$ cat config.mk
export PLATFORM = sky130hd
export DESIGN_NAME = fpcvt_stream
export DESIGN_NICKNAME = d
export VERILOG_FILES = /design/src/rtl/fpcvt_stream.sv
export SDC_FILE = /design/constraint.sdc
export NUM_CORES = 1
export LEC_CHECK = 0
export ABC_CLOCK_PERIOD_IN_PS = 4600
export BUFFER_PORTS_ARGS = -buffer_cell sky130_fd_sc_hd__buf_2
export CAP_MARGIN = 5
export CORE_MARGIN = 5
export CORE_UTILIZATION = 57
export DETAILED_ROUTE_END_ITERATION = 8
export PLACE_DENSITY = 0.8
export REMOVE_ABC_BUFFERS = 1
export SETUP_SLACK_MARGIN = 0.02
export SYNTH_ARGS = -nofsm -noshare
export SYNTH_HDL_FRONTEND = slang
export SYNTH_SLANG_ARGS = --single-unit
$ cat constraint.sdc
create_clock -name clk -period 4.6 [get_ports clk]
set_input_delay 0.69 -clock clk [delete_from_list [all_inputs] [get_ports clk]]
set_output_delay 0.69 -clock clk [all_outputs]
set_load 0.05 [all_outputs]
$ cat src/rtl/fpcvt_stream.sv
// rtl/fpcvt_stream.sv - streaming fixed-to-float converter, iterative normalise, round half up, saturate.
// Optional sat/inexact outputs enabled by FPCVT_FLAGS_EN.
module fpcvt_stream #(
  parameter int EW = 3,
  parameter int FW = 4
) (
  input  logic                      clk,
  input  logic                      rst_n,
  input  logic                      in_valid,
  output logic                      in_ready,
  input  logic [FW+(1<<EW)-1:0]     D,
  output logic                      out_valid,
  input  logic                      out_ready,
  output logic                      S,
  output logic [EW-1:0]             E,
  output logic [FW-1:0]             F
`ifdef FPCVT_FLAGS_EN
  ,
  output logic                      sat,
  output logic                      inexact
`endif
);

  localparam int W = FW + (1 << EW);
  localparam logic [EW-1:0] EMAX = '1;

  localparam logic [1:0] ST_IDLE  = 2'd0;
  localparam logic [1:0] ST_NORM  = 2'd1;
  localparam logic [1:0] ST_ROUND = 2'd2;
  localparam logic [1:0] ST_HOLD  = 2'd3;

  logic [1:0]    state_q, state_d;
  logic [W-2:0]  mag_q, mag_d;
  logic [EW-1:0] e_q, e_d;
  logic          s_q, s_d;
  logic          S_q, S_d;
  logic [EW-1:0] E_q, E_d;
  logic [FW-1:0] F_q, F_d;

  logic          d_min;
  logic [W-2:0]  d_mag;
  logic [FW:0]   rnd_sum;
  logic          rnd_ovf;

  // Most negative input has no positive twin in W-1 bits, so it clamps to all ones.
  always_comb begin
    d_min = D[W-1] & ~(|D[W-2:0]);
    if (d_min)
      d_mag = '1;
    else if (D[W-1])
      d_mag = ~D[W-2:0] + 1'b1;
    else
      d_mag = D[W-2:0];
  end

  always_comb begin
    rnd_sum = {1'b0, mag_q[W-2 -: FW]} + {{FW{1'b0}}, mag_q[W-2-FW]};
    rnd_ovf = rnd_sum[FW];
  end

`ifdef FPCVT_FLAGS_EN
  logic min_q, min_d;
  logic sat_q, sat_d;
  logic inex_q, inex_d;
`endif

  always_comb begin
    state_d = state_q;
    mag_d   = mag_q;
    e_d     = e_q;
    s_d     = s_q;
    S_d     = S_q;
    E_d     = E_q;
    F_d     = F_q;
`ifdef FPCVT_FLAGS_EN
    min_d   = min_q;
    sat_d   = sat_q;
    inex_d  = inex_q;
`endif
    case (state_q)
      ST_IDLE: begin
        if (in_valid) begin
          s_d     = D[W-1];
          mag_d   = d_mag;
          e_d     = EMAX;
          state_d = ST_NORM;
`ifdef FPCVT_FLAGS_EN
          min_d   = d_min;
`endif
        end
      end
      ST_NORM: begin
        if (mag_q[W-2] || (e_q == '0)) begin
          state_d = ST_ROUND;
        end else begin
          mag_d = {mag_q[W-3:0], 1'b0};
          e_d   = e_q - 1'b1;
        end
      end
      ST_ROUND: begin
        S_d = s_q;
        if (!rnd_ovf) begin
          F_d = rnd_sum[FW-1:0];
          E_d = e_q;
        end else if (e_q != EMAX) begin
          F_d = {1'b1, {(FW-1){1'b0}}};
          E_d = e_q + 1'b1;
        end else begin
          F_d = '1;
          E_d = EMAX;
        end
`ifdef FPCVT_FLAGS_EN
        sat_d  = min_q | (rnd_ovf & (e_q == EMAX));
        inex_d = (|mag_q[W-2-FW:0]) | min_q | (rnd_ovf & (e_q == EMAX));
`endif
        state_d = ST_HOLD;
      end
      default: begin
        if (out_ready)
          state_d = ST_IDLE;
      end
    endcase
  end

  always_ff @(posedge clk) begin
    if (!rst_n) begin
      state_q <= ST_IDLE;
      mag_q   <= '0;
      e_q     <= '0;
      s_q     <= 1'b0;
      S_q     <= 1'b0;
      E_q     <= '0;
      F_q     <= '0;
`ifdef FPCVT_FLAGS_EN
      min_q   <= 1'b0;
      sat_q   <= 1'b0;
      inex_q  <= 1'b0;
`endif
    end else begin
      state_q <= state_d;
      mag_q   <= mag_d;
      e_q     <= e_d;
      s_q     <= s_d;
      S_q     <= S_d;
      E_q     <= E_d;
      F_q     <= F_d;
`ifdef FPCVT_FLAGS_EN
      min_q   <= min_d;
      sat_q   <= sat_d;
      inex_q  <= inex_d;
`endif
    end
  end

  assign in_ready  = (state_q == ST_IDLE);
  assign out_valid = (state_q == ST_HOLD);
  assign S         = S_q;
  assign E         = E_q;
  assign F         = F_q;
`ifdef FPCVT_FLAGS_EN
  assign sat       = sat_q;
  assign inexact   = inex_q;
`endif

endmodule

==> summary.md <==
The run finished with clean final reports. Setup violations remaining at the end of the flow were counted as 0. At the end of the flow, the number of nets in the layout was 245. The met3 track demand over resource is 0.0490. Gates resized during post-CTS repair numbered 0. The H-tree depth is 1, and the delay contributed by the slowest stage of the critical path is 0.86 ns.

In the post-synthesis netlist, the biggest area contributors are sky130_fd_sc_hd__dfxtp_1 (30%), sky130_fd_sc_hd__ha_1 (7.5%), sky130_fd_sc_hd__a21oi_1 (4.2%). Dividing the detail-routed via count by the number of cells gives 6.57. The global-route usage over all layers is 0.198. For the worst-skew pair, the clock arrives at the later sink with an insertion delay of 0.34 ns. For the number of endpoints with negative hold slack in the final report, the log shows 0.

The startpoint identified for the worst hold timing path is E[0]$_SDFFE_PN0P_. Power spread over the standard cell area amounts to 573 nW/um2. Counting tap cells, the placed design contains a total of 245 instances. The die span in x came out at 64.2 um.

In the final routed layout, each cell accounts on average for 15.9 um. Once the clock tree was built, the setup fixing pass inserted 0 buffers. The HPWL after detailed placement was 2.88 mm; the initial antenna violation count was 0. For the worst vdd rail ir drop, the log shows 0.547 mV. The transition time at the pin with the least slew margin is 0.997 ns, and the setup slack on the worst flop-to-flop path is 2.14 ns. The number of cells on the worst reg-to-reg path was 6; the required time of the critical path was 4.88 ns.

The run gives 1635 as the via total after detailed routing. The slowest cell on the critical path is sky130_fd_sc_hd__o31ai_2. After synthesis, the mean cell area works out to 8.18 um2. The final antenna diode count was 0; the shortest period the worst path allows was 2.46 ns. The run gives 0.603 as the effective utilization at floorplan. The detailed router finished its first iteration with 61 violations. At the placement stage, the worst setup path has a slack of 2.16 ns.

Met2 track utilization from global routing: 0.337. Global routing finished with a remaining overflow of 0. For the finished layout cell area, the log shows 1800 um2.

Timing would allow up to 407 MHz. The post-CTS clock slew at the launch and capture registers of the worst setup and hold paths came out at 0.15 ns. The startpoint identified for the worst register-to-register timing path is state_q[1]$_SDFFE_PN0P_.

The die span in y was 64.2 um. The data arrival time at the worst-slack endpoint came out at 2.73 ns. Relative to the synthesized area, the layout overhead comes to 7.24%.

The total area inside the core boundary comes to 2780 um2. The leakage power is 0.704 nW, and the deepest clock path buffer count is 2. The signal on the critical path passes through inv_1 -> ha_1 -> inv_2 -> o31ai_2 -> o2111ai_1 -> o22ai_1. Total count of max-transition violations in the final report: 0. In this run the core area contains 19 standard-cell rows. The path with the worst hold slack has its endpoint at E[0]$_SDFFE_PN0P_. Leaving out fill and tap cells, the most frequent cells in the layout are sky130_fd_sc_hd__dfxtp_1 (25), sky130_fd_sc_hd__buf_2 (25), sky130_fd_sc_hd__nand2_1 (14), sky130_fd_sc_hd__a21oi_1 (14), sky130_fd_sc_hd__inv_1 (11). The tools report the endpoint of the lowest-slack register-to-register path as mag_q[6]$_SDFFE_PN0P_. The run gives 6.84 mm as the global-route wire length before repair.

The count of cell types in the netlist came out at 49. Counting every instance in the synthesized netlist gives 205. Counting both buffers and inverters, the worst setup path holds a total of 2. Between clock sinks in the finished design, the worst skew comes to 0.0145 ns.

STA classifies the critical path startpoint as a flop. For this run, design rule violations remaining after detail routing come to 0. The tools report the root buffer cell as sky130_fd_sc_hd__clkbuf_4. The area share of the leading cell type in the synthesized netlist works out to 0.299. The top-level I/O count is 26. The worst hold path belongs to the class reg -> reg.

The via count of the first global-routing pass was 1531. Met1 usage in global routing: 0.250. The die covers 4130 um2.

Counting flops and latches in the post-synthesis netlist gives 25. The cell type contributing the most total cell area after synthesis was sky130_fd_sc_hd__dfxtp_1. The worst-case headroom to the max-slew limit is 0.331, and the fraction of the cycle the final worst path needs is 0.534. STA classifies the critical path endpoint as a flop. For the final routed database, the setup TNS stands at 0 ns.

The run gives 0 as the remaining number of nets flagged by the antenna check after routing. The Yosys step of the flow raised 0 warnings. The worst hold path passes through 2 cells. For this run, the leading register cell type out of synthesis is sky130_fd_sc_hd__dfxtp_1. Across the run, the number of max-cap violations was 0. The count of flip-flops with a built-in enable after synthesis was 0. The maximum fanout encountered on the critical timing path was 15. The sequential-to-total area share from yosys stat came out at 0.299.

The final layout contains routed wiring with a total length of 3.95 mm. The fraction of final layout cells sized beyond drive strength 1 was 0.165; the fraction of synthesis flops using an asynchronous set or reset pin was 0. During placement, the flow inserted port buffers numbering 25. Routability-driven placement finished with a final weighted congestion of 0.845. The tools report the number of clock buffers inserted by TritonCTS as 3. The first-pass iteration count of the detailed router came out at 4. Most crowded layer after global routing: met2. Once routing completed, OpenROAD measured the worst setup slack at 2.14 ns. TritonCTS built the clock tree.

Buffers inserted to repair hold after CTS numbered 0. The logs give 22 for the largest net degree at the start of global routing and 249 for the final cell count without fillers. The tools report the post-synthesis cell area as 1680 um2. Critical path class: reg -> reg. The count of clock tree sinks is 25. The placed instances occupy a cell area of 1770 um2.

Among cell families on the critical path, the largest total delay comes from compound AO/OA/AOI/OAI gates. Setup repair after global routing left no endpoint under its margin.
==> cell usage after synthesis, drive strengths merged (3+ instances only) <==
cell type   n
a31oi       6
nand3       9
ha         10
nand2      14
a21oi      14
o22ai       4
clkbuf     11
o2111ai     6
dfxtp      25
buf         5
or4         3
nor2b       5
o21ai       7
o32ai       3
o31ai       4
nor4        7
nor3        5
inv        12
xnor2       3
nand2b     10
nor2        7
o211ai      4
==> state kept, by name (all words and copies together) (netlist names) <==
register,cells
E,3
F,4
S,1
e_q,3
mag_q,11
s_q,1
state_q,2
==> tightest hold or removal path, delay by kind of cell, from the launching register on <==
family / cells / cell delay, ns
flip-flops: 1 / 0.34
AO/OA/AOI/OAI: 1 / 0.05
AND/OR/NAND/NOR: 1 / 0.06
==> through the flow <==
stage	hold WS, ns	power [W]	utilization
2_1_floorplan	0.436	0.000782	-
3_3_place_gp	0.443	0.000895	0.636
3_5_place_dp	0.462	0.000919	0.636
4_1_cts	0.484	0.00102	0.646
5_1_grt	0.514	0.00111	0.646
6_report	0.477	0.00103	0.646
==> area by class of cell <==
| type | count | area, um2 |
|---|---|---|
| Multi-Input combinational cell | 152 | 1060 |
| Fill cell | 253 | 983 |
| Sequential cell | 25 | 500 |
| Timing Repair Buffer | 25 | 125 |
| Inverter | 12 | 45.0 |
| Tap cell | 31 | 38.8 |
| Clock buffer | 3 | 22.5 |
| Clock inverter | 1 | 7.51 |
==> report_power, final <==
group          internal (W)  switching, W  total (W)
clock network     0.0000334     0.0000719   0.000105
logic              0.000194      0.000369   0.000564
registers          0.000294     0.0000676   0.000361
==> layer usage <==
| metal | part of all wire | up-vias | wire, um |
|---|---|---|---|
| met5 | 0 | - | 0 |
| met2 | 0.48 | 53 | 1900 |
| met3 | 0.054 | 8 | 215 |
| met4 | 0.013 | 0 | 50 |
| met1 | 0.45 | 768 | 1790 |
| li1 | - | 806 | - |
==> cells by family after synthesis <==
group,synth area share
and+or+nand+nor,0.252
AOI/OAI and AO/OA,0.278
xor gates and xnor gates,0.0209
buffers and inverters,0.0701
muxes,0.00597
adders and majority gates,0.0746
DFF,0.299
==> worst max path at each step <==
stage / start / endpoint / cells past startpoint
global placement: D[1] / mag_q[3]$_SDFFE_PN0P_ / 7
global route: state_q[1]$_SDFFE_PN0P_ / e_q[2]$_SDFFE_PN0P_ / 6
floorplan: state_q[0]$_SDFFE_PN0P_ / state_q[0]$_SDFFE_PN0P_ / 6
finish: state_q[1]$_SDFFE_PN0P_ / mag_q[6]$_SDFFE_PN0P_ / 6
CTS: state_q[1]$_SDFFE_PN0P_ / mag_q[6]$_SDFFE_PN0P_ / 6
detailed placement: D[1] / mag_q[3]$_SDFFE_PN0P_ / 7
No activity file was read; power rests on OpenSTA's default activity.
